--- src/rtl/mmio_sig_pkg.sv ---
// mmio_sig_pkg: shared types and constants for the MMIO signature monitor.
//   state_e    - monitor FSM states
//   cause_e    - encoding of the reason the run ended
//   dump_rec_t - one register-dump record held in the dump FIFO
//   DEF_*      - default signature addresses of the tiny-SoC benchmark program
package mmio_sig_pkg;

  typedef enum logic [1:0] {
    IDLE  = 2'd0,
    RUN   = 2'd1,
    DRAIN = 2'd2,
    DONE  = 2'd3
  } state_e;

  typedef enum logic [1:0] {
    CAUSE_NONE   = 2'd0,
    CAUSE_STOP   = 2'd1,
    CAUSE_TRAP   = 2'd2,
    CAUSE_SIMLEN = 2'd3
  } cause_e;

  // Record data field width; the monitor's DATA_W must not exceed it.
  localparam int unsigned REC_DATA_W = 32'd64;

  typedef struct packed {
    logic [2:0]            ch;
    logic [5:0]            idx;
    logic [REC_DATA_W-1:0] data;
  } dump_rec_t;

  localparam logic [30:0] DEF_STOP_ADDR      = 31'h6000_0000;
  localparam logic [30:0] DEF_TRAP_ADDR      = 31'h6000_0008;
  localparam logic [30:0] DEF_DUMP_BASE_ADDR = 31'h6000_0010;

  // Integer registers start at x1 (x0 is never dumped); other channels at 0.
  function automatic logic [5:0] idx_rst_val(input int unsigned ch);
    return (ch == 32'd0) ? 6'd1 : 6'd0;
  endfunction

endpackage

--- src/rtl/mmio_sig_fifo.sv ---
// sig_fifo: synchronous FIFO of dump_rec_t records.
//   clk, rst - clock, asynchronous active-high reset
//   wr_en    - push request (accepted when not full, or when a pop frees a slot)
//   wr_data  - record to push
//   rd_en    - pop request (ignored while empty)
//   rd_data  - head record (meaningful only while !empty)
//   full     - registered full flag
//   empty    - registered empty flag
module sig_fifo
  import mmio_sig_pkg::*;
#(
  parameter int unsigned DEPTH = 32'd8
) (
  input  logic      clk,
  input  logic      rst,
  input  logic      wr_en,
  input  dump_rec_t wr_data,
  input  logic      rd_en,
  output dump_rec_t rd_data,
  output logic      full,
  output logic      empty
);

  localparam int unsigned AW = $clog2(DEPTH);

  dump_rec_t        mem_r [DEPTH];
  logic [AW-1:0]    wr_ptr_r;
  logic [AW-1:0]    rd_ptr_r;
  logic [AW:0]      count_r;
  logic [AW:0]      count_nxt_s;
  logic             full_r;
  logic             empty_r;
  logic             do_push_s;
  logic             do_pop_s;

  // Qualify push/pop; a full FIFO still accepts a push when the head leaves.
  always_comb begin
    do_pop_s  = rd_en & ~empty_r;
    do_push_s = wr_en & (~full_r | do_pop_s);
    case ({do_push_s, do_pop_s})
      2'b10:   count_nxt_s = count_r + (AW + 1)'(1'b1);
      2'b01:   count_nxt_s = count_r - (AW + 1)'(1'b1);
      default: count_nxt_s = count_r;
    endcase
  end

  // Record storage; contents need no reset because the flags gate them.
  always_ff @(posedge clk) begin
    if (do_push_s) begin
      mem_r[wr_ptr_r] <= wr_data;
    end
  end

  // Pointers, occupancy and registered full/empty flags.
  always_ff @(posedge clk or posedge rst) begin
    if (rst) begin
      wr_ptr_r <= {AW{1'b0}};
      rd_ptr_r <= {AW{1'b0}};
      count_r  <= {(AW + 1){1'b0}};
      full_r   <= 1'b0;
      empty_r  <= 1'b1;
    end else begin
      if (do_push_s) begin
        wr_ptr_r <= wr_ptr_r + AW'(1'b1);
      end
      if (do_pop_s) begin
        rd_ptr_r <= rd_ptr_r + AW'(1'b1);
      end
      count_r <= count_nxt_s;
      full_r  <= (count_nxt_s == (AW + 1)'(DEPTH));
      empty_r <= (count_nxt_s == {(AW + 1){1'b0}});
    end
  end

  assign rd_data = mem_r[rd_ptr_r];
  assign full    = full_r;
  assign empty   = empty_r;

endmodule

--- src/rtl/mmio_sig_monitor.sv ---
// mmio_sig_monitor: watches the tiny-SoC MMIO write port for the benchmark's
// stop, trap and register-dump signature writes.
//   clk_i, rst_i          - clock, asynchronous active-high reset
//   en_i                  - arms the monitor (IDLE -> RUN)
//   stop_on_trap_i        - a trap write ends the run when set
//   simlen_i              - cycle limit, 0 = unlimited
//   mmio_req/we/addr/wdata- MMIO write port being observed
//   dump_valid/ready/ch/idx/data - FIFO of dump records towards the host
//   dump_ovf_o            - sticky, a dump record was dropped
//   trap_seen_o/trap_cnt_o- trap pulse and saturating trap count
//   cycle_cnt_o           - saturating RUN+DRAIN cycle count
//   done_o/done_cause_o   - sticky end of run and its cause
module mmio_sig_monitor
  import mmio_sig_pkg::*;
#(
  parameter int unsigned          ADDR_W         = 32'd31,
  parameter int unsigned          DATA_W         = 32'd64,
  parameter logic [ADDR_W-1:0]    STOP_ADDR      = DEF_STOP_ADDR,
  parameter logic [ADDR_W-1:0]    TRAP_ADDR      = DEF_TRAP_ADDR,
  parameter logic [ADDR_W-1:0]    DUMP_BASE_ADDR = DEF_DUMP_BASE_ADDR,
  parameter int unsigned          N_DUMP_CH      = 32'd2,
  parameter int unsigned          DRAIN_CYCLES   = 32'd500,
  parameter int unsigned          FIFO_DEPTH     = 32'd8,
  parameter int unsigned          CNT_W          = 32'd32
) (
  input  logic              clk_i,
  input  logic              rst_i,
  input  logic              en_i,
  input  logic              stop_on_trap_i,
  input  logic [CNT_W-1:0]  simlen_i,
  input  logic              mmio_req_i,
  input  logic              mmio_we_i,
  input  logic [ADDR_W-1:0] mmio_addr_i,
  input  logic [DATA_W-1:0] mmio_wdata_i,
  output logic              dump_valid_o,
  input  logic              dump_ready_i,
  output logic [2:0]        dump_ch_o,
  output logic [5:0]        dump_idx_o,
  output logic [DATA_W-1:0] dump_data_o,
  output logic              dump_ovf_o,
  output logic              trap_seen_o,
  output logic [CNT_W-1:0]  trap_cnt_o,
  output logic [CNT_W-1:0]  cycle_cnt_o,
  output logic              done_o,
  output logic [1:0]        done_cause_o
);

  localparam int unsigned      DRAIN_W = (DRAIN_CYCLES < 32'd1) ? 32'd1 : $clog2(DRAIN_CYCLES + 32'd1);
  localparam logic [CNT_W-1:0] CNT_MAX = {CNT_W{1'b1}};

  state_e               state_r;
  cause_e               cause_r;
  logic [DRAIN_W-1:0]   drain_cnt_r;
  logic [CNT_W-1:0]     cycle_cnt_r;
  logic [CNT_W-1:0]     trap_cnt_r;
  logic                 trap_seen_r;
  logic                 done_r;
  logic                 ovf_r;
  logic [5:0]           idx_r [N_DUMP_CH];

  logic                 wr_s;
  logic                 run_s;
  logic                 active_s;
  logic                 stop_hit_s;
  logic                 trap_hit_s;
  logic                 simlen_hit_s;
  logic [N_DUMP_CH-1:0] dump_hit_vec_s;
  logic [2:0]           dump_ch_s;
  logic [5:0]           dump_idx_s;
  logic                 push_s;
  logic                 drop_s;
  dump_rec_t            rec_s;
  dump_rec_t            head_s;
  logic                 fifo_full_s;
  logic                 fifo_empty_s;

  // Signature decode and run-control conditions for the current cycle.
  always_comb begin
    wr_s         = mmio_req_i & mmio_we_i;
    run_s        = (state_r == RUN);
    active_s     = (state_r == RUN) | (state_r == DRAIN);
    stop_hit_s   = wr_s & (mmio_addr_i == STOP_ADDR);
    trap_hit_s   = wr_s & (mmio_addr_i == TRAP_ADDR);
    simlen_hit_s = active_s & (simlen_i != {CNT_W{1'b0}}) &
                   (cycle_cnt_r == (simlen_i - CNT_W'(1'b1)));
  end

  // Dump channel decode; channel addresses are distinct so at most one hits.
  always_comb begin
    dump_hit_vec_s = {N_DUMP_CH{1'b0}};
    dump_ch_s      = 3'd0;
    dump_idx_s     = 6'd0;
    for (int c = 0; c < N_DUMP_CH; c++) begin
      if (wr_s && (mmio_addr_i == DUMP_BASE_ADDR + ADDR_W'(32'd8 * c))) begin
        dump_hit_vec_s[c] = 1'b1;
        dump_ch_s         = 3'(c);
        dump_idx_s        = idx_r[c];
      end else begin
        dump_hit_vec_s[c] = 1'b0;
      end
    end
  end

  // Build the record; a dump is dropped only when full and no pop frees a slot.
  always_comb begin
    push_s     = run_s & (|dump_hit_vec_s);
    drop_s     = push_s & fifo_full_s & ~dump_ready_i;
    rec_s.ch   = dump_ch_s;
    rec_s.idx  = dump_idx_s;
    rec_s.data = REC_DATA_W'(mmio_wdata_i);
  end

  sig_fifo #(
    .DEPTH (FIFO_DEPTH)
  ) u_fifo (
    .clk     (clk_i),
    .rst     (rst_i),
    .wr_en   (push_s),
    .wr_data (rec_s),
    .rd_en   (dump_ready_i),
    .rd_data (head_s),
    .full    (fifo_full_s),
    .empty   (fifo_empty_s)
  );

  // Per-channel register index; advances on every accepted hit, even dropped ones.
  always_ff @(posedge clk_i or posedge rst_i) begin
    if (rst_i) begin
      for (int c = 0; c < N_DUMP_CH; c++) begin
        idx_r[c] <= idx_rst_val(c);
      end
    end else begin
      for (int c = 0; c < N_DUMP_CH; c++) begin
        if (run_s && dump_hit_vec_s[c]) begin
          idx_r[c] <= idx_r[c] + 6'd1;
        end
      end
    end
  end

  // Run-control FSM with counters, trap pulse, overflow and done flags.
  always_ff @(posedge clk_i or posedge rst_i) begin
    if (rst_i) begin
      state_r     <= IDLE;
      cause_r     <= CAUSE_NONE;
      drain_cnt_r <= {DRAIN_W{1'b0}};
      cycle_cnt_r <= {CNT_W{1'b0}};
      trap_cnt_r  <= {CNT_W{1'b0}};
      trap_seen_r <= 1'b0;
      done_r      <= 1'b0;
      ovf_r       <= 1'b0;
    end else begin
      trap_seen_r <= run_s & trap_hit_s;
      if (run_s && trap_hit_s && (trap_cnt_r != CNT_MAX)) begin
        trap_cnt_r <= trap_cnt_r + CNT_W'(1'b1);
      end
      if (active_s && (cycle_cnt_r != CNT_MAX)) begin
        cycle_cnt_r <= cycle_cnt_r + CNT_W'(1'b1);
      end
      if (drop_s) begin
        ovf_r <= 1'b1;
      end
      case (state_r)
        IDLE: begin
          if (en_i) begin
            state_r <= RUN;
          end
        end
        RUN: begin
          // The cycle limit wins over a stop landing on the same edge.
          if (simlen_hit_s) begin
            state_r <= DONE;
            done_r  <= 1'b1;
            cause_r <= CAUSE_SIMLEN;
          end else if (stop_hit_s) begin
            state_r     <= DRAIN;
            cause_r     <= CAUSE_STOP;
            drain_cnt_r <= DRAIN_W'(DRAIN_CYCLES);
          end else if (trap_hit_s && stop_on_trap_i) begin
            state_r     <= DRAIN;
            cause_r     <= CAUSE_TRAP;
            drain_cnt_r <= DRAIN_W'(DRAIN_CYCLES);
          end
        end
        DRAIN: begin
          // Zero is tested before decrementing, giving DRAIN_CYCLES+1 drain cycles.
          if (simlen_hit_s || (drain_cnt_r == {DRAIN_W{1'b0}})) begin
            state_r <= DONE;
            done_r  <= 1'b1;
          end else begin
            drain_cnt_r <= drain_cnt_r - DRAIN_W'(1'b1);
          end
        end
        DONE: begin
          state_r <= DONE;
        end
        default: begin
          state_r <= IDLE;
        end
      endcase
    end
  end

  // FIFO head fields are forced to zero while nothing valid is presented.
  assign dump_valid_o = ~fifo_empty_s;
  assign dump_ch_o    = fifo_empty_s ? 3'd0 : head_s.ch;
  assign dump_idx_o   = fifo_empty_s ? 6'd0 : head_s.idx;
  assign dump_data_o  = fifo_empty_s ? {DATA_W{1'b0}} : DATA_W'(head_s.data);
  assign dump_ovf_o   = ovf_r;
  assign trap_seen_o  = trap_seen_r;
  assign trap_cnt_o   = trap_cnt_r;
  assign cycle_cnt_o  = cycle_cnt_r;
  assign done_o       = done_r;
  assign done_cause_o = cause_r;

endmodule

--- config.mk ---
export PLATFORM = sky130hd
export DESIGN_NAME = mmio_sig_monitor
export DESIGN_NICKNAME = d
export VERILOG_FILES = /design/src/rtl/mmio_sig_pkg.sv /design/src/rtl/mmio_sig_fifo.sv /design/src/rtl/mmio_sig_monitor.sv
export SDC_FILE = /design/constraint.sdc
export NUM_CORES = 1
export LEC_CHECK = 0
export BUFFER_PORTS_ARGS = -buffer_cell sky130_fd_sc_hd__buf_2
export CORE_ASPECT_RATIO = 0.5
export CORE_MARGIN = 2
export CORE_UTILIZATION = 50
export DETAILED_ROUTE_END_ITERATION = 10
export GPL_ROUTABILITY_DRIVEN = 0
export PLACE_DENSITY = 0.77
export SLEW_MARGIN = 20
export SYNTH_ARGS = -nofsm -noshare
export SYNTH_HDL_FRONTEND = slang
export SYNTH_SLANG_ARGS = --single-unit
--- constraint.sdc ---
create_clock -name clk_i -period 6.9 [get_ports clk_i]
set_input_delay 1.38 -clock clk_i [delete_from_list [all_inputs] [get_ports clk_i]]
set_output_delay 1.38 -clock clk_i [all_outputs]
set_load 0.01 [all_outputs]
### Yosys cells after proc, flatten, opt, wreduce, memory -nomap -nowiden

Memory sizes are Yosys's and may differ from the RTL's.
Cells that the tools add are included.

| operators by class | value |
|---|---|
| add/subtract/negate cells | 10 |
| eq/ne operators | 20 |
| muxes and demuxes | 27 |
| bitwise logic cells | 16 |
| reductions and logical operators | 20 |

Operators with widths:

| cell | count |
|---|---|
| 31-bit == test, second input constant | 4 |
| 32-bit by 1-bit adder with 32-bit output, second input constant | 2 |
| 64-bit 2-to-1 mux | 1 |
| 32-bit inequality test, second input constant | 2 |
| 9-bit 2-to-1 mux | 4 |
| 32-bit == test | 1 |
| 32-bit nonzero test | 1 |
| 32-bit by 1-bit subtractor with 32-bit output, second input constant | 1 |
| 6-bit 2-to-1 mux | 3 |
| 9-bit case mux with 2 select lines | 1 |
| 2-bit 2-to-1 mux | 7 |
| 6-bit by 1-bit adder with 6-bit output, second input constant | 2 |
| 1-bit AND | 11 |
| 9-bit zero test | 1 |
| 9-bit by 1-bit subtractor with 9-bit output, second input constant | 1 |
| 1-bit logical AND | 8 |
| 2-bit case mux with 4 select lines | 1 |
| 4-bit case mux with 2 select lines | 1 |
| 1-bit 2-to-1 mux | 7 |
| 3-bit by 1-bit adder with 3-bit output, second input constant | 2 |
| 2-bit == test, second input constant | 3 |
| 2-bit inequality test, second input constant | 3 |
| 3-bit AND reduction | 2 |
| 4-bit by 1-bit adder with 4-bit output, second input constant | 1 |
| other kinds (18) | 23 |

| storage, ports and cells | value |
|---|---|
| flip-flop bits (word level) | 104 |
| RAM bits | 568 |
| input port bits | 134 |
| output and inout bits | 143 |
| logic and storage cells | 109 |
| memories | 1 |

Memory list:

| name | words | bits a word | read ports | clocked after memory_dff | write ports | RTL line | RTL |
|---|---|---|---|---|---|---|---|
| u_fifo.mem_r | 8 | 71 | 1 | 0 | 1 | mmio_sig_fifo.sv:26 | `dump_rec_t mem_r [DEPTH];` |

### Depth between registers and ports, before layout

Gate-level depths: netlist of run 1.

| logic depth | value |
|---|---|
| depth after elaboration | 9 |
| mapped depth | 16 |
| depth with buffers taken out | 16 |

### Modules after synthesis

A second synthesis of run 1 with hierarchy kept.

| second synthesis, totals | value |
|---|---|
| cell total of the unflattened synthesis | 1628 |
| area, all modules | 29007.8 um^2 |

By module, submodules not included:

| module | instances | cells each | area each (um^2) | seq. area each (um^2) |
|---|---|---|---|---|
| sig_fifo | 1 | 916 | 22619.2 | 17838.4 |
| mmio_sig_monitor | 1 | 712 | 6388.6 | 2303.5 |

### Worst setup path after synthesis of run 1

Ideal clock, no wire load.

| path | value |
|---|---|
| path kind | input -> register |
| start | in mmio_addr_i[9] |
| end | mem u_fifo.mem_r[0][0] (netlist bit) (enable) |
| setup time | 587 ps |
| arrival | 7510 ps |
| required time | 6313 ps |
| slack | -1198 ps |
| cell stages on the path | 9 |
| path buffers | 0 |
| cell sequence | nor4b_1 nand4_1 nor2_1 nand2_1 inv_1 nand2_1 a21oi_1 nand2b_1 nor3_1 |

| between the ends | value |
|---|---|
| word-level cells in the longest chain between the ends | 8 |
| elaborated cells on any way between the ends | 11 |
| classes of those cells | eq/ne: 2; mux: 4; bitwise: 2; reduce/logical: 3 |

Ends and longest elaborated chain:

| what | RTL line | RTL |
|---|---|---|
| start, declared | mmio_sig_monitor.sv:33 | `input logic [ADDR_W-1:0] mmio_addr_i,` |
| 31-bit == test | mmio_sig_monitor.sv:94 | `if (wr_s && (mmio_addr_i == DUMP_BASE_ADDR + ADDR_W'(32'd8 * c))) begin` |
| 1-bit logical AND | mmio_sig_monitor.sv:94 |  |
| 1-bit 2-to-1 mux | mmio_sig_monitor.sv:94 |  |
| 2-bit OR reduction (*) | mmio_sig_monitor.sv:106 | `push_s = run_s & (\|dump_hit_vec_s);` |
| 1-bit AND (*) | mmio_sig_monitor.sv:106 |  |
| 1-bit AND (*) | mmio_sig_fifo.sv:39 | `do_push_s = wr_en & (~full_r \| do_pop_s);` |
| 1-bit 2-to-1 mux (*) | mmio_sig_fifo.sv:49 | `if (do_push_s) begin` |
| 1-bit 2-to-1 mux (implied by the code) (*) | mmio_sig_fifo.sv:50 | `mem_r[wr_ptr_r] <= wr_data;` |
| end, declared | mmio_sig_fifo.sv:26 |  |

Every way passes the cells marked *; elsewhere a longest branch is shown, timed or not.

### Worst setup path in the final report of run 1

| path | value |
|---|---|
| start | in simlen_i[8] |
| end | reg state_r[0] |

| between the ends | value |
|---|---|
| word-level cells in the longest chain between the ends | 6 |
| elaborated cells on any way between the ends | 11 |
| classes of those cells | add/sub: 1; eq/ne: 3; mux: 2; bitwise: 2; reduce/logical: 3 |

Ends and longest elaborated chain:

| what | RTL line | RTL |
|---|---|---|
| start, declared | mmio_sig_monitor.sv:30 | `input logic [CNT_W-1:0] simlen_i,` |
| 32-bit by 1-bit subtractor with 32-bit output or 32-bit nonzero test (tied branches) | mmio_sig_monitor.sv:85, mmio_sig_monitor.sv:84 |  |
| 32-bit == test or 1-bit AND (tied branches) | mmio_sig_monitor.sv:85, mmio_sig_monitor.sv:84 |  |
| 1-bit AND (*) | mmio_sig_monitor.sv:84 | `simlen_hit_s = active_s & (simlen_i != {CNT_W{1'b0}}) &` |
| 1-bit logical OR | mmio_sig_monitor.sv:187 | `if (simlen_hit_s \|\| (drain_cnt_r == {DRAIN_W{1'b0}})) begin` |
| 2-bit by 1-bit inequality test with 1-bit output (no line) | n/a |  |
| 3-bit AND reduction (no line) | n/a |  |
| end signal, assigned | mmio_sig_monitor.sv:188 | `state_r <= DONE;` |
| end signal, assigned | mmio_sig_monitor.sv:195 | `state_r <= DONE;` |
| end signal, assigned | mmio_sig_monitor.sv:198 | `state_r <= IDLE;` |
| end, declared | mmio_sig_monitor.sv:51 | `state_e state_r;` |

Marks and branches as above.
A chain may end at the register's enable or synchronous reset.

==> results of run 1 <==
## power by group through the flow
stage | Combinational [mW] | Sequential (mW) | Clock [mW]
after floorplan | 1.91 | 4.52 | 0
after global placement | 2.57 | 4.75 | 0
after detailed placement | 2.60 | 4.75 | 0
after CTS | 2.62 | 4.66 | 3.01
after global routing | 2.78 | 4.67 | 3.17
final | 2.57 | 4.66 | 2.95
## logic make-up after synthesis
family	count (synthesis)	synth area share
AND/OR/NAND/NOR	393	0.0740
other	1	0.000134
buffers and inverters	99	0.0141
multiplexers	225	0.144
AO/OA/AOI/OAI	77	0.0191
XOR/XNOR	117	0.0367
adder cells (fa/ha/maj)	16	0.00744
flip-flops	672	0.704
## path summary, 6_finish.rpt
path | startpoint | to | slack (ns) | cells past startpoint
worst max-delay path | simlen_i[8] | state_r[0] | 2.39 | 9
worst min-delay path | done_o | done_o | 0.45 | 1
worst max register to register | state_r[0] | state_r[0] | 3.62 | 9
worst min register to register | done_o | done_o | 0.45 | 1
max in group asynchronous | rst_i | u_fifo.rd_ptr_r[2] | 4.83 | 3
min in group asynchronous | rst_i | cycle_cnt_o[0] | 0.96 | 2
## area by class of cell
cell class	count	area (um^2)	share of cell area
sequential	672	19700	0.616
multi-input combinational	830	7940	0.249
timing repair buffer	295	1600	0.0500
clock buffer	65	1410	0.0442
tap	756	946	0.0296
clock inverter	31	253	0.00791
inverter	30	115	0.00360
antenna	5	12.5	0.000392
## sequential cells by signal, summed over array words and instances (netlist names)
register and flops:
trap_seen_o 1, u_fifo.rd_ptr_r 3, u_fifo.empty 1, dump_ovf_o 1
u_fifo.count_r 4, state_r 2, trap_cnt_o 32, cycle_cnt_o 32
u_fifo.mem_r 568, done_cause_o 2, u_fifo.full 1, idx_r 12
done_o 1, u_fifo.wr_ptr_r 3, drain_cnt_r 9
## routing by layer
layer  wire length (um)  vias to the layer above  share of wire
met4               1300                        0          0.022
li1                   -                     6878              -
met3               2430                       88          0.042
met5                  0                        -              0
met2              30300                      390           0.52
met1              24500                     7885           0.42
## worst max-delay path, cell delays in order
cell	delay, ns
buf_2	0.14
nor4_2	0.47
nand3b_1	0.47
or4_1	0.76
or4_4	0.53
a2111oi_2	0.49
nand3_2	0.34
a22o_1	0.30
a32oi_1	0.14
## cell usage in the layout (no fill, tap or decap), drive strengths merged, types with 4 or more instances in the layout
cell and count:
diode 5, clkbuf 65, and2 5, and4 10
and3 18, nand2 68, mux2 4, xor2 39
o311ai 4, a21oi 16, or4 12, nand3 38
or2 5, buf 295, mux4 142, xnor2 78
ha 15, or3 10, edfxtp 568, o21ai 17
nor2 124, nand2b 7, nand4 29, mux2i 79
nor3 18, o41ai 5, clkinv 25, nor4 27
inv 31, dfrtp 102, nand3b 5, nor3b 5
==> summary.md, run 1 <==
| Metric | Value |
|---|---|
| HPWL after DPL | around 35000 um |
| Hold Vio Cnt, Final | 0 |
| Switching pwr | between 2 and 3 mW |
| Met2 global-route usage | 0.352 |
| Setup TNS | 0 ns |
| Slew @ Worst Pin | ~1.1 ns |
| Hold_ws | between 0.4 and 0.5 ns |
| Layout cells sized above 1 | 0.283 |
| IO buf count | 274 |
| Io pins | 277 |
| Nets | 2034 |
| Clock transition at path regs | 0.07 ns |
| Flops & latches, synth | about 670 |
| GRT Max-Usage Layer | met2 |
| Final ANT Viol Nets | 0 |
| Leading area contributor after synthesis | edfxtp_1 |
| Worst VDD drop | roughly 0.00021 V |
| Max Freq | 222 MHz |
| P_leak | about 11 nW |
| Fin cells | between 2000 and 3000 |
| Die X | between 300 and 400 um |
| Setup bufs post-CTS | 0 |
| Final worst path period share | 0.653 |
| Final min period | around 4.5 ns |
| Root Buffer Master | clkbuf_16 |
| Vias/cell | approximately 5.7 |
| Residual DRC | 0 |
| Slew headroom | 0.285 |
| Num rows | 61 |
| Share of power burned in registers | 0.457 |
| Drt initial violations | ~1100 |
| Sw Share | 0.289 |
| CTS H-Tree Depth | 2 |
| Most instantiated cells after synthesis | 568 x edfxtp_1, 142 x mux4_2, 124 x nor2_1 |
| Hold Crit Class | reg2reg |
| Pin count of the biggest net entering global routing | 91 |
| Synthesized area | about 0.028 mm^2 |
| Total track usage | 0.201 |
| DP Area | roughly 0.030 mm^2 |
| Initial antenna violation count | 5 |
| Vias in the first global route | around 15000 |
| Via count | about 15000 |
| Synth cell types | between 70 and 80 |
| PostCTS Resize Cnt | 0 |
| Yosys Warn Count | 0 |
| Layout fillers | approximately 4100 |
| Num CTS Buffers | 55 |
| Most numerous cell in the Yosys netlist | edfxtp_1 |
| Post-synthesis cell count | between 1500 and 2000 |
| Setup Viol. Count Final | 0 |
| First-pass detailed-route iteration total | 5 |
| Share of async-settable or async-resettable flops after synthesis | 0.155 |
| Worst setup SP type | input pin |
| Post-synthesis area per instance | 17.5 um^2 |
| Die height | roughly 170 um |
| TritonCTS clock tree | done |
| Initial Utilization | 0.505 |
| Worst Path Max Fanout | 16 |
| Final Skew | ~0.027 ns |
| Synth top area share | 0.611 |
| Synthesis-to-layout area growth | 14.4% |
| Setup slack after layout | ~2.4 ns |
| WL/cell | between 20 and 25 um |
| CTS Sinks | approximately 670 |
| Post-synthesis sequential area ratio | 0.704 |
| Main area contributors after synthesis | edfxtp_1 61%, mux4_2 11%, dfrtp_1 9.1%, mux2i_1 2.8%, xnor2_1 2.4% |
| Combinational fraction of design power | 0.253 |
| Bufs on Longest Clock Path | 3 |
| Arrival time of the worst setup path | approximately 5.0 ns |
| Clk pwr share | 0.290 |
| Dpl cells | between 2000 and 3000 |
| Post-synth EDFFs | about 570 |
| Die ar. | 0.0579 mm^2 |
| Critical path class | in2reg |
| Routing usage on met3 | 0.0283 |
| Post-Route WL | 58500 um |
| Crit. End Element | flip-flop |
| Fin. max-slew vios | 0 |
| Worst path required time | ~7.4 ns |
| RSZ-0062 raised after global routing | no |
| Status | complete, no violations |
| Clock latency on the worst-skew pair | 0.61 ns |
| Core area | 0.0553 mm^2 |
| Cell Int Power | around 7.2 mW |
| Hold_buf cts | 0 |
| PD cells | 319 mW/mm^2 |
| Post-layout util | 0.577 |
| Place WS | about 1.8 ns |
| Global-route met1 utilization | 0.268 |
| Pwr Total | roughly 10 mW |
| Total grt overflow | 0 |
| Max-Cap Viols | 0 |
| First-pass GRT wire length | between 90000 and 100000 um |
| Main synth FF type | edfxtp_1 |
| Final instance area | about 0.032 mm^2 |
(Power assumes the default switching activity.)
==> run 2, diff against run 1 <==
Settings changed: PLACE_DENSITY 0.77 to 0.74.
Clock period 6.9 ns to 4.3 ns, I/O delays scaled along.
==> run 2 against run 1 <==
- power up 64%
- hold slack got worse by 0.087 ns
- sequential share of layout area is 0.93 points lower
- largest power group unchanged
- final cell count rose by 1.1%
- setup slack lost 1.7 ns
- clock-buffer cell count up 9
- critical path type is now reg2out
- global-route usage shrank 0.11 points
- non-clock buffer count grew 21
==> summary.md, run 2 (synthesis results as in run 1) <==
| Metric | Value |
|---|---|
| Initial antenna violation count | 3 (-2) |
| TritonCTS clock tree | done |
| Root Buffer Master | clkbuf_16 |
| Residual DRC | 0 (unchanged) |
| FF-to-FF Start | u_fifo.empty |
| Sw Share | 0.287 (-0.00203) |
| Clock latency on the worst-skew pair | 0.63 ns (+0.02 ns) |
| Bufs on Longest Clock Path | 3 (unchanged) |
| Capture point of the worst reg-to-reg path | u_fifo.full |
| Crit. End Element | output port |
| Core area | 0.0553 mm^2 (unchanged) |
| Register with the most flip-flops | u_fifo.mem_r |
| Hold Vio Cnt, Final | 0 (unchanged) |
| Die ar. | 0.0579 mm^2 (unchanged) |
| First-pass GRT wire length | 89000 um (-1.2%) |
| Layout cells sized above 1 | 0.295 (+0.0119) |
| Worst VDD drop | 0.000361 V (+71%) |
| Worst setup SP type | flip-flop |
| Hold_buf cts | 0 (unchanged) |
| Cell Int Power | 11.9 mW (+64%) |
| Total track usage | 0.200 (-0.00114) |
| Arrival time of the worst setup path | 2.75 ns (-2.27 ns) |
| Slowest stage delay, CP | 0.75 ns (about the same) |
| Crit-path slowest cell | dfrtp_4 |
| P_leak | 11.6 nW (+2.0%) |
| Die X | 338 um (unchanged) |
| Nets | 2057 (+1.1%) |
| Combinational fraction of design power | 0.251 (-0.002) |
| Clk pwr share | 0.300 (+0.010) |
| Layout fillers | 4081 (-1.4%) |
| Register Area | 0.0197 mm^2 (about the same) |
| Final worst path period share | 0.840 |
| Share of power burned in registers | 0.449 (-0.008) |
| Num CTS Buffers | 57 (+3.6%) |
| Register-to-Register Path Depth | 11 (+2) |
| Final min period | about 3.6 ns |
| Hold_ws | 0.367 ns (-0.0867 ns) |
| Via count | 15300 (+0.24%) |
| CTS H-Tree Depth | 2 (unchanged) |
| Most frequent cells in the layout | 568 x edfxtp_1, 274 x buf_2, 142 x mux4_2 |
| Setup slack after layout | 0.686 ns (-1.71 ns) |
| Final ANT Viol Nets | 0 (unchanged) |
| Slew @ Worst Pin | 0.768 ns (-0.305 ns) |
| Fin. max-slew vios | 0 (unchanged) |
| Io pins | 277 (unchanged) |
| Initial Utilization | 0.505 (unchanged) |
| Status | complete, no violations |
| Final Skew | 0.0315 ns (+0.00428 ns) |
| WL/cell | 21.7 um (-0.52%) |
| Pin count of the biggest net entering global routing | 80 (-12%) |
| Total grt overflow | 0 (unchanged) |
| Vias in the first global route | 15400 (-0.87%) |
| Max-Cap Viols | 0 (unchanged) |
| Vias/cell | 5.63 (-0.84%) |
| Area of the multi-input gates | 0.00795 mm^2 (about the same) |
| Post-Route WL | 58800 um (+0.55%) |
| CP top delay family | multiplexers |
| First-pass detailed-route iteration total | 5 (unchanged) |
| Clock transition at path regs | 0.06 ns (about the same) |
| PD cells | 513 mW/mm^2 (+61%) |
| Setup bufs post-CTS | 0 (unchanged) |
| Most common cell after layout, fill and taps aside | edfxtp_1 |
| Setup Viol. Count Final | 0 (unchanged) |
| Crit-path cells | buf_12, mux4_2, mux2i_1, nor2_1, buf_2 |
| Largest register FFs | 568 (unchanged) |
| CP Buf/Inv Count | 2 (+1) |
| Drt initial violations | 1127 (-1.7%) |
| Critical path class | reg2out |
| Worst path required time | 3.44 ns (-3.98 ns) |
| Slew headroom | 0.488 (+0.203) |
| Die height | 171 um (unchanged) |
| Synthesis-to-layout area growth | 16.2% |
| Num rows | 61 (unchanged) |
| Place WS | 0.123 ns (-1.69 ns) |
| Max Freq | 277 MHz |
| PostCTS Resize Cnt | 0 (unchanged) |
| Worst Path Max Fanout | 36 (+20) |
| Pwr Total | 16.6 mW (+64%) |
| HPWL after DPL | 35400 um (+2.3%) |
| Internal reg-to-reg setup slack | 1.22 ns (-2.40 ns) |
| RSZ-0062 raised after global routing | no |
| IO buf count | 274 (unchanged) |
| Hold Crit Class | in2async |
| Switching pwr | 4.78 mW (+62%) |
| CTS Sinks | 672 (unchanged) |
run 2: cell types whose count changed in the layout (fill, tap and decap cells not counted), moves of 3 or more:
cell,previous run,this run
buf_12,5,21
buf_4,14,21
clkbuf_1,10,14
clkbuf_16,55,58
clkinv_1,15,11
run 2: layout make-up:
| cell class | count | share of cell area |
|---|---|---|
| antenna | 3 | 0.000231 |
| clock buffer | 74 | 0.0472 |
| clock inverter | 32 | 0.00852 |
| inverter | 30 | 0.00362 |
| multi-input combinational | 830 | 0.245 |
| sequential | 672 | 0.606 |
| tap | 756 | 0.0291 |
| timing repair buffer | 316 | 0.0601 |
run 2: per-stage QoR:
stage                     area (um^2)  TNS, ns  instances   util
after floorplan                 28000   -62.30       1601      -
after global placement          30600        0       2604  0.554
after detailed placement        30600        0       2604  0.554
after CTS                       32400        0       2710  0.586
after global routing            32400        0       2713  0.586
final                           32400        0       2713  0.586
run 2: worst max path at each step:
| stage | from | to | depth (start not counted) |
|---|---|---|---|
| after floorplan | mmio_addr_i[9] | u_fifo.mem_r[6][0] | 9 |
| after global placement | simlen_i[15] | state_r[0] | 10 |
| after detailed placement | simlen_i[15] | state_r[0] | 10 |
| after CTS | u_fifo.rd_ptr_r[0] | dump_data_o[6] | 5 |
| after global routing | u_fifo.rd_ptr_r[0] | dump_data_o[52] | 5 |
| final | u_fifo.rd_ptr_r[0] | dump_data_o[30] | 5 |
run 2: layer usage:
metal | vias to the layer above | wire, um | share of wire | track usage
met4 | 0 | 1020 | 0.017 | 0.0487
li1 | 6942 | - | - | -
met5 | - | 0 | 0 | 0
met2 | 367 | 30500 | 0.52 | 0.354
met1 | 7888 | 24700 | 0.42 | 0.263
met3 | 80 | 2610 | 0.044 | 0.0306
run 2: power by group through the flow:
stage	clock network [mW]	logic [mW]	registers, mW
2_1_floorplan	0	3.07	7.26
3_3_place_gp	0	4.22	7.63
3_5_place_dp	0	4.25	7.62
4_1_cts	5.11	4.28	7.48
5_1_grt	5.38	4.53	7.50
6_report	5.00	4.18	7.47
==> run 3, diff against run 2 <==
Settings changed: ABC_AREA set to 1.
Clock period 4.3 ns to 3.7 ns, I/O delays scaled along.
==> run 3 against run 2 <==
- final cell count grew 38%
- routed wire length rose by 18%
- register-to-register slack lost 0.26 ns
- sequential share of layout area is 2.4 points lower
- design area increased by 4.0%
- power is 34% higher
- via count rose by 36%
- combinational power increased by 84%
- clock-buffer cell count shrank 4
- flip-flop and latch count unchanged
==> summary.md, run 3 <==
| Metric | Value |
|---|---|
| Status | complete, no violations |
| Setup bufs post-CTS | 0 (unchanged) |
| Most numerous cell in the Yosys netlist | edfxtp_1 |
| Share of power burned in registers | 0.383 (-0.066) |
| Leading area contributor after synthesis | edfxtp_1 |
| Main area contributors after synthesis | edfxtp_1 59%, dfrtp_1 8.8%, nor2_1 7.2%, o21ai_0 6.5%, nand2_1 4.0% |
| Most frequent cells in the layout | 568 x edfxtp_1, 558 x nor2_1, 378 x o21ai_0 |
| Post-synthesis area per instance | 11.0 um^2 (-37%) |
| Core area | 0.0575 mm^2 (+3.9%) |
| Final min period | around 3.5 ns |
| Worst Path Max Fanout | 26 (-28%) |
| Register with the most flip-flops | u_fifo.mem_r |
| Switching pwr | 8.11 mW (+70%) |
| WL/cell | 18.6 um (-14%) |
| Main synth FF type | edfxtp_1 |
| Pwr Total | 22.3 mW (+34%) |
| Final Skew | 0.0382 ns (+0.00676 ns) |
| PD cells | 660 mW/mm^2 (+29%) |
| Yosys Warn Count | 0 (unchanged) |
| DR WL met2 | 34600 um (+14%) |
| Die height | 175 um (+2.1%) |
| Clock transition at path regs | 0.07 ns (about the same) |
| Hold_buf cts | 0 (unchanged) |
| HPWL after DPL | 42800 um (+21%) |
| Combinational fraction of design power | 0.346 (+0.095) |
| Die ar. | 0.0603 mm^2 (+4.2%) |
| Io pins | 277 (unchanged) |
| Dpl cells | 3633 (+40%) |
| P_leak | 12.6 nW (+9.2%) |
| Slew @ Worst Pin | 0.816 ns (+0.0478 ns) |
| Total grt overflow | 0 (unchanged) |
| Synthesized area | 0.0291 mm^2 (+4.3%) |
| Most instantiated cells after synthesis | 568 x edfxtp_1, 562 x nor2_1, 378 x o21ai_0 |
| Arrival time of the worst setup path | 2.78 ns (+0.03 ns) |
| Layout cells sized above 1 | 0.164 (-0.132) |
| Vias in the first global route | 20200 (+31%) |
| Synth top area share | 0.586 (-0.0252) |
| Worst VDD drop | 0.000476 V (+32%) |
| Initial Utilization | 0.507 (+0.00208) |
| Setup Viol. Count Final | 0 (unchanged) |
| IO buf count | 274 (unchanged) |
| Num CTS Buffers | 58 (+1.8%) |
| Clock latency on the worst-skew pair | 0.64 ns (about the same) |
| Worst path required time | 2.96 ns (-0.48 ns) |
| Share of async-settable or async-resettable flops after synthesis | 0.155 (unchanged) |
| CTS H-Tree Depth | 2 (unchanged) |
| Vias/cell | 5.54 (-1.6%) |
| Root Buffer Master | clkbuf_16 |
| Post-synthesis cell count | 2655 (+66%) |
| Hold Vio Cnt, Final | 0 (unchanged) |
| Initial antenna violation count | 3 (unchanged) |
| Residual DRC | 0 (unchanged) |
| Hold Crit Class | in2async |
| Crit. End Element | output port |
| Synth cell types | 51 (-32%) |
| Total track usage | 0.226 (+0.0258) |
| Largest register FFs | 568 (unchanged) |
| Fin. max-slew vios | 0 (unchanged) |
| Final ANT Viol Nets | 0 (unchanged) |
| Synthesis-to-layout area growth | 15.9% |
| First-pass GRT wire length | 109000 um (+23%) |
| Fin cells | 3740 (+38%) |
| M1 wire length | 29300 um (+19%) |
| Die X | 345 um (+2.1%) |
| Max Freq | 284 MHz |
| Drt initial violations | 1876 (+66%) |
| Pin count of the biggest net entering global routing | 106 (+33%) |
| RSZ-0062 raised after global routing | no |
| Clk pwr share | 0.271 (-0.029) |
| Num rows | 62 (+1.6%) |
| Critical path class | reg2out |
| Post-Route WL | 69700 um (+18%) |
| Max-Cap Viols | 0 (unchanged) |
| Post-synth EDFFs | 568 (unchanged) |
| Worst setup SP type | flip-flop |
| Most common cell after layout, fill and taps aside | edfxtp_1 |
| Via count | 20700 (+36%) |
| CTS Sinks | 672 (unchanged) |
| First-pass detailed-route iteration total | 6 (+1) |
| Post-synthesis sequential area ratio | 0.675 (-0.0291) |
| PostCTS Resize Cnt | 0 (unchanged) |
| Sw Share | 0.364 (+0.0770) |
| Flops & latches, synth | 672 (unchanged) |
| Nets | 3075 (+49%) |
| Final worst path period share | 0.951 |
| Cell Int Power | 14.2 mW (+19%) |
| Slew headroom | 0.456 (-0.0319) |
| TritonCTS clock tree | done |
| Top routing layer in use | met4 |
| DR WL met3 | 3920 um (+51%) |
| Bufs on Longest Clock Path | 3 (unchanged) |
## run 3: path summary, 6_finish.rpt
kind,slack (ns),startpoint,to,depth (start not counted)
setup / recovery,0.18,u_fifo.rd_ptr_r[1],dump_data_o[35],7
hold / removal,0.26,rst_i,cycle_cnt_o[30],2
setup reg to reg,0.96,state_r[0],state_r[0],17
hold reg to reg,0.46,done_o,done_o,1
max in group asynchronous,2.71,rst_i,trap_cnt_o[14],3
min in group clk_i,0.38,mmio_wdata_i[28],u_fifo.mem_r[2][28],1
## run 3: power by group through the flow
stage                     registers [mW]  logic [mW]  clock network, mW
after floorplan                     8.64        4.86                  0
after global placement              8.70        7.57                  0
after detailed placement            8.70        7.71                  0
after CTS                           8.54        7.76               6.11
after global routing                8.57        8.52               6.43
final                               8.54        7.71               6.03
## run 3: cells by family (layout without fill, tap and decap cells)
kind of cell / after synthesis / in the layout / synth area share
xor+xnor: 99 / 99 / 0.0298
mux: 3 / 3 / 0.00116
fa+ha+maj: 16 / 16 / 0.00713
compound gates: 537 / 537 / 0.0998
simple gates: 1071 / 1071 / 0.153
other cells: 1 / 5 / 0.000129
buf+inv: 256 / 569 / 0.0337
flops: 672 / 672 / 0.675
## run 3: metal layers
metal / global-route usage / up-vias
met4: 0.0678 / 0
met1: 0.300 / 10100
met2: 0.388 / 655
met5: 0 / -
met3: 0.0336 / 113
li1: - / 9858
## run 3: worst max-delay path, cell delays in order, from the launching register on
cell and delay, ns:
dfrtp_4 0.53, inv_4 0.29, buf_4 0.37, o21ai_0 0.16
o22ai_1 0.14, o21ai_0 0.12, a31oi_1 0.34, buf_2 0.21
## run 3: final cells by class
cell class	count	area [um^2]
Timing Repair Buffer	337	2210
Clock inverter	34	355
Inverter	128	498
Antenna cell	3	7.51
Fill cell	4620	23700
Sequential cell	672	19700
Clock buffer	70	1520
Tap cell	768	961
Multi-Input combinational cell	1728	8540
## run 3: per-stage QoR
| step | TNS, ns | setup slack, ns | area [um^2] | hold slack [ns] | util |
|---|---|---|---|---|---|
| 6_report | 0 | 0.182 | 33800 | 0.260 | 0.587 |
| 5_1_grt | 0 | 0.0850 | 33800 | 0.321 | 0.587 |
| 4_1_cts | 0 | 0.109 | 33700 | 0.344 | 0.587 |
| 3_5_place_dp | -0.0374 | -0.0374 | 31900 | 0.443 | 0.555 |
| 3_3_place_gp | 0 | 0.0557 | 31900 | 0.438 | 0.555 |
| 2_1_floorplan | -229.73 | -0.735 | 29200 | 0.456 | - |
